[src/rtl/la_clkdivsync.sv]
// ---------------------------------------------------------------------------
// la_clkdivsync -- glitch-free programmable clock divider
//
// Derives one divided clock from clk. The divided clock is driven straight
// from a flop. Ratio changes and start/stop only take effect on period
// boundaries, so clkout never produces a runt high or low phase.
//
// Parameters
//   PROP    cell property string, passed through for implementation selection
//   N       width of the divide ratio and the internal period counter
//   DIVRST  divide ratio loaded at reset (2 .. 2**N-1)
//
// Ports
//   clk        source clock, all logic on the rising edge
//   reset      synchronous active-high reset
//   en         run request (level)
//   cfg_valid  new divide ratio offered on cfg_div
//   cfg_div    requested divide ratio; 0 and 1 are treated as 2
//   cfg_ready  a new ratio can be accepted (no change outstanding)
//   clkout     divided clock, flop output
//   rise       one-cycle pulse in the first high cycle of each period
//   active     divider running (RUN or STOP)
// ---------------------------------------------------------------------------
module la_clkdivsync #(
    parameter        PROP   = "DEFAULT",
    parameter int    N      = 8,
    parameter int    DIVRST = 2
) (
    input  logic         clk,
    input  logic         reset,
    input  logic         en,
    input  logic         cfg_valid,
    input  logic [N-1:0] cfg_div,
    output logic         cfg_ready,
    output logic         clkout,
    output logic         rise,
    output logic         active
);

    localparam int NW = N + 1;

    typedef enum logic [1:0] {
        S_IDLE = 2'd0,
        S_RUN  = 2'd1,
        S_STOP = 2'd2
    } state_t;

    state_t         state_q, state_d;
    logic [N-1:0]   cnt_q, cnt_d;
    logic [N-1:0]   div_q, div_d;
    logic           pend_q, pend_d;
    logic [N-1:0]   pend_div_q, pend_div_d;
    logic           clkout_q, clkout_d;
    logic           rise_q, rise_d;

    logic           xfer;
    logic [N-1:0]   cfg_coerced;
    logic           wrap;
    logic [N-1:0]   cnt_inc;
    logic [NW-1:0]  high_len;

    always_comb begin
        xfer        = cfg_valid && !pend_q;
        cfg_coerced = (cfg_div < N'(2)) ? N'(2) : cfg_div;
        wrap        = (cnt_q == (div_q - N'(1)));
        // cnt never reaches D-1 before wrapping, so cnt+1 cannot overflow.
        cnt_inc     = cnt_q + N'(1);
        // High phase length ceil(D/2), one bit wider so D=2**N-1 is safe.
        high_len    = ({1'b0, div_q} + NW'(1)) >> 1;

        state_d     = state_q;
        cnt_d       = cnt_q;
        div_d       = div_q;
        pend_d      = pend_q;
        pend_div_d  = pend_div_q;
        clkout_d    = clkout_q;
        rise_d      = 1'b0;

        if (xfer) begin
            pend_d     = 1'b1;
            pend_div_d = cfg_coerced;
        end

        case (state_q)
            S_IDLE: begin
                cnt_d    = '0;
                clkout_d = 1'b0;
                // No period in flight, so a pending ratio is applied at once.
                if (pend_q) begin
                    div_d  = pend_div_q;
                    pend_d = 1'b0;
                end
                if (en) begin
                    state_d  = S_RUN;
                    clkout_d = 1'b1;
                    rise_d   = 1'b1;
                end
            end

            S_RUN, S_STOP: begin
                if (wrap) begin
                    cnt_d = '0;
                    // A ratio offered on the wrap cycle itself is used for
                    // the very next period, bypassing the pending register.
                    if (xfer) begin
                        div_d  = cfg_coerced;
                        pend_d = 1'b0;
                    end else if (pend_q) begin
                        div_d  = pend_div_q;
                        pend_d = 1'b0;
                    end
                    if (en) begin
                        state_d  = S_RUN;
                        clkout_d = 1'b1;
                        rise_d   = 1'b1;
                    end else begin
                        state_d  = S_IDLE;
                        clkout_d = 1'b0;
                    end
                end else begin
                    // Mid-period: keep counting whatever en does; en only
                    // decides whether the next boundary starts a new period.
                    cnt_d    = cnt_inc;
                    clkout_d = ({1'b0, cnt_inc} < high_len);
                    state_d  = en ? S_RUN : S_STOP;
                end
            end

            default: begin
                state_d  = S_IDLE;
                cnt_d    = '0;
                clkout_d = 1'b0;
            end
        endcase
    end

    always_ff @(posedge clk) begin
        if (reset) begin
            state_q    <= S_IDLE;
            cnt_q      <= '0;
            div_q      <= N'(DIVRST);
            pend_q     <= 1'b0;
            pend_div_q <= '0;
            clkout_q   <= 1'b0;
            rise_q     <= 1'b0;
        end else begin
            state_q    <= state_d;
            cnt_q      <= cnt_d;
            div_q      <= div_d;
            pend_q     <= pend_d;
            pend_div_q <= pend_div_d;
            clkout_q   <= clkout_d;
            rise_q     <= rise_d;
        end
    end

    assign cfg_ready = !pend_q;
    assign rise      = rise_q;
    assign active    = (state_q != S_IDLE);

    // Only the generic flop-based output stage exists; any other PROP value
    // selects it as well until a technology-specific cell is provided.
    generate
        if (PROP == "DEFAULT") begin : g_generic
            assign clkout = clkout_q;
        end else begin : g_tech_fallback
            assign clkout = clkout_q;
        end
    endgenerate

endmodule

[config.mk]
export PLATFORM = sky130hd
export DESIGN_NAME = la_clkdivsync
export DESIGN_NICKNAME = d
export VERILOG_FILES = /design/src/rtl/la_clkdivsync.sv
export SDC_FILE = /design/constraint.sdc
export NUM_CORES = 1
export LEC_CHECK = 0
export CAP_MARGIN = 20
export CORE_MARGIN = 1.5
export CORE_UTILIZATION = 52
export DETAILED_ROUTE_END_ITERATION = 10
export PLACE_DENSITY = 0.71
export SLEW_MARGIN = 10
export SYNTH_ARGS = -nofsm -noshare
export SYNTH_HDL_FRONTEND = slang
export SYNTH_SLANG_ARGS = --single-unit
[constraint.sdc]
create_clock -name clk -period 2.3 [get_ports clk]
set_input_delay 0.46 -clock clk [delete_from_list [all_inputs] [get_ports clk]]
set_output_delay 0.46 -clock clk [all_outputs]
set_load 0.02 [all_outputs]
==> results.yml <==
run_status:
  status: "completed"
timing:
  worst_slack_ns: 0.115
  slew_headroom_pct: 71.9
  post-route-min-period_ns: 2.18
  max_clock_freq_mhz: 458
  fin_worst_skew_ns: 0.00155
  finalCritPeriodShare_pct: 95.0
  hold_violations: 0
  setup_viol: 0
  finalMaxSlewViolations: 0
  final.setup.tns_ns: 0
  tightestPinTransition_ns: 0.421
  rsz0062_at_grt: "false"
floorplan:
  die_h_um: 64.6
  die_w_um: 64.6
  dieArea_um2: 4170
  core_area_um2: 3660
  ios: 16
  row_count: 22
  initial_core_util_pct: 53.9
yosys:
  yosysWarnings: 0
  synth_enable_flop_cells: 0
  syn-instance-count: 250
  synth_top_area_cell: "dfxtp_1"
  ys_seq_elements: 29
  yosys-top-cells-area: "dfxtp_1, ha_1, nand2_1"
  netlist_area_um2: 1970
  synth.top_cell.area_share_pct: 29.4
  synth_cell_types: 41
  seq_area_frac_synth_pct: 29.4
  avgSynthCellArea_um2: 7.89
  async_flop_share_pct: 0
  synth_fp_nets: 274
  synth_ff_type: "dfxtp_1"
worst_setup_path:
  cp_slowest_cell: "mux2_1"
  critPathLaunchType: "flop"
  critPathBufInv: 2
  path_max_fanout: 7
  worstSetupEndpointType: "flop"
  cp_cell_sequence: "inv_1 -> ha_4 -> buf_4 -> nand3_1 -> a221oi_2 -> a41oi_1 -> nor3_2 -> a31oi_4 -> mux2_1"
  crit_path_max_incr_delay_ns: 0.35
  cp_data_arrival_time_ns: 2.34
  required_ns: 2.46
  path_delay_family: "compound AO/OA/AOI/OAI gates"
  crit_type: "flop to flop"
layout:
  syn_to_final_growth_pct: 19.2
  mostFrequentLayoutCell: "nand2_1"
  fin_area_um2: 2350
  multi_input_area_um2: 1310
  diodes: 0
  layout.cells.non_filler: 317
  mostFrequentLayoutCells: "nand2_1, dfxtp_1, a21oi_1"
  nets: 293
  seqCellArea_um2: 581
  drive_above_1_share_pct: 12.3
  fillCellCount: 332
power_and_ir_drop:
  p_per_area_nw_per_um2: 594
  cellLeakagePower_nw: 0.917
  peakVddDrop_mv: 0.435
  totalPowerFinal_w: 0.00139
global_routing:
  antenna_found_initial: 0
  grt_pass1_vias: 1593
  grt_usage_pct: 21.3
  grt_max_degree: 26
  grt_overflow_total: 0
  grt_pass1_wl_um: 7030
job:
  maxCapViolations: 0
place:
  place_congestion: 0.794
  dp_cells: 308
  dp_slack_ns: 0.00263
  io_buffers: 15
  place_hpwl_um: 3130
  place_area_um2: 2210
clock_tree:
  clockRootBuffer: "clkbuf_8"
  htree_levels: 2
  numCtsBuffers: 5
  cts_tree: "done"
  cts.clk_slew.worst_paths_ns: 0.06
  worst_skew_pair.late_latency_ns: 0.27
  cts_buffer_depth: 2
  clock-sinks: 29
route:
  via_count: 1713
  via_per_inst: 5.40
  drc: 0
  dr.pass1.iters: 4
  final_antenna_net_count: 0
  drt-total-wl_um: 4140
  drt_iter0_markers: 56
  routedWlPerCell_um: 13.1
worst_hold_path:
  hold_path.class: "flop to flop"
## timing repair
action                                  CTS  global route
gates resized for setup                   1             4
endpoints found under the setup margin    3            17
hold endpoints to repair                  0             0
hold buffers                              0             0
pin swaps                                 0             3
buffers inserted                          0             2
## worst paths after layout
check,from,end,slack (ns),cells past startpoint
worst min-delay path,pend_div_q[4],pend_div_q[4],0.46,2
worst min register to register,pend_div_q[4],pend_div_q[4],0.46,2
worst max register to register,div_q[1],div_q[6],0.12,9
worst max-delay path,div_q[1],div_q[6],0.12,9
## synthesized netlist by cell type (2+ instances only)
library cell  instances
buf_2                 7
nand2b_1              2
nor2b_1              16
a221oi_1              3
o21bai_1              3
a31oi_1               2
inv_1                 8
o21ai_0               3
mux2i_1               2
dfxtp_1              29
a211oi_1              5
nor3_1                5
nand3_1              16
a21oi_1              24
xnor2_1              11
o32ai_1               3
ha_1                 12
clkbuf_1              9
nor2_1               21
xor2_1               11
nand4_1               2
mux2_2                5
nand2_1              33
## state kept, by name (all words and copies together), names as in the netlist
signal,cells
div_q,8
pend_q,1
state_q,2
pend_div_q,8
cnt_q,8
clkout,1
rise,1
## metal layers
metal	GRT usage (%)	up-vias	share of wire [%]
li1	-	895	-
met1	27.8	789	50
met2	35.2	25	46
met3	4.34	4	2.9
met4	6.91	0	0.92
met5	0	-	0
## through the flow
stage          utilization [%]  hold slack [ns]
6_report                  64.2            0.457
3_3_place_gp              60.4            0.448
3_5_place_dp              60.4            0.451
4_1_cts                   62.9            0.459
5_1_grt                   64.2            0.487
2_1_floorplan                -            0.436
## kinds of logic (layout without fill, tap and decap cells)
group / count (synthesis) / in the layout / share of synthesized area (%)
AO/OA/AOI/OAI: 50 / 50 / 17.4
XOR/XNOR: 22 / 22 / 9.77
adder cells (fa/ha/maj): 12 / 12 / 7.61
buffers and inverters: 25 / 44 / 5.20
flip-flops: 29 / 29 / 29.4
multiplexers: 8 / 8 / 4.44
AND/OR/NAND/NOR: 104 / 104 / 26.1
## tightest hold or removal path, cell delays in order, from the launching register on
cell and delay, ns:
dfxtp_1 0.31, nand2_1 0.05, a21oi_1 0.05
## power by group
part | total (W) | internal [W] | switching, W
registers | 0.000555 | 0.000532 | 0.0000230
logic | 0.000415 | 0.000195 | 0.000220
clock network | 0.000425 | 0.000237 | 0.000188
## final cells by class
| type | count | share of cell area [%] |
|---|---|---|
| multi-input combinational | 196 | 55.9 |
| clock buffer | 7 | 3.67 |
| timing repair buffer | 29 | 11.9 |
| tap | 48 | 2.56 |
| inverter | 8 | 1.28 |
| sequential | 29 | 24.7 |
Power figures use the tool's default switching activity.
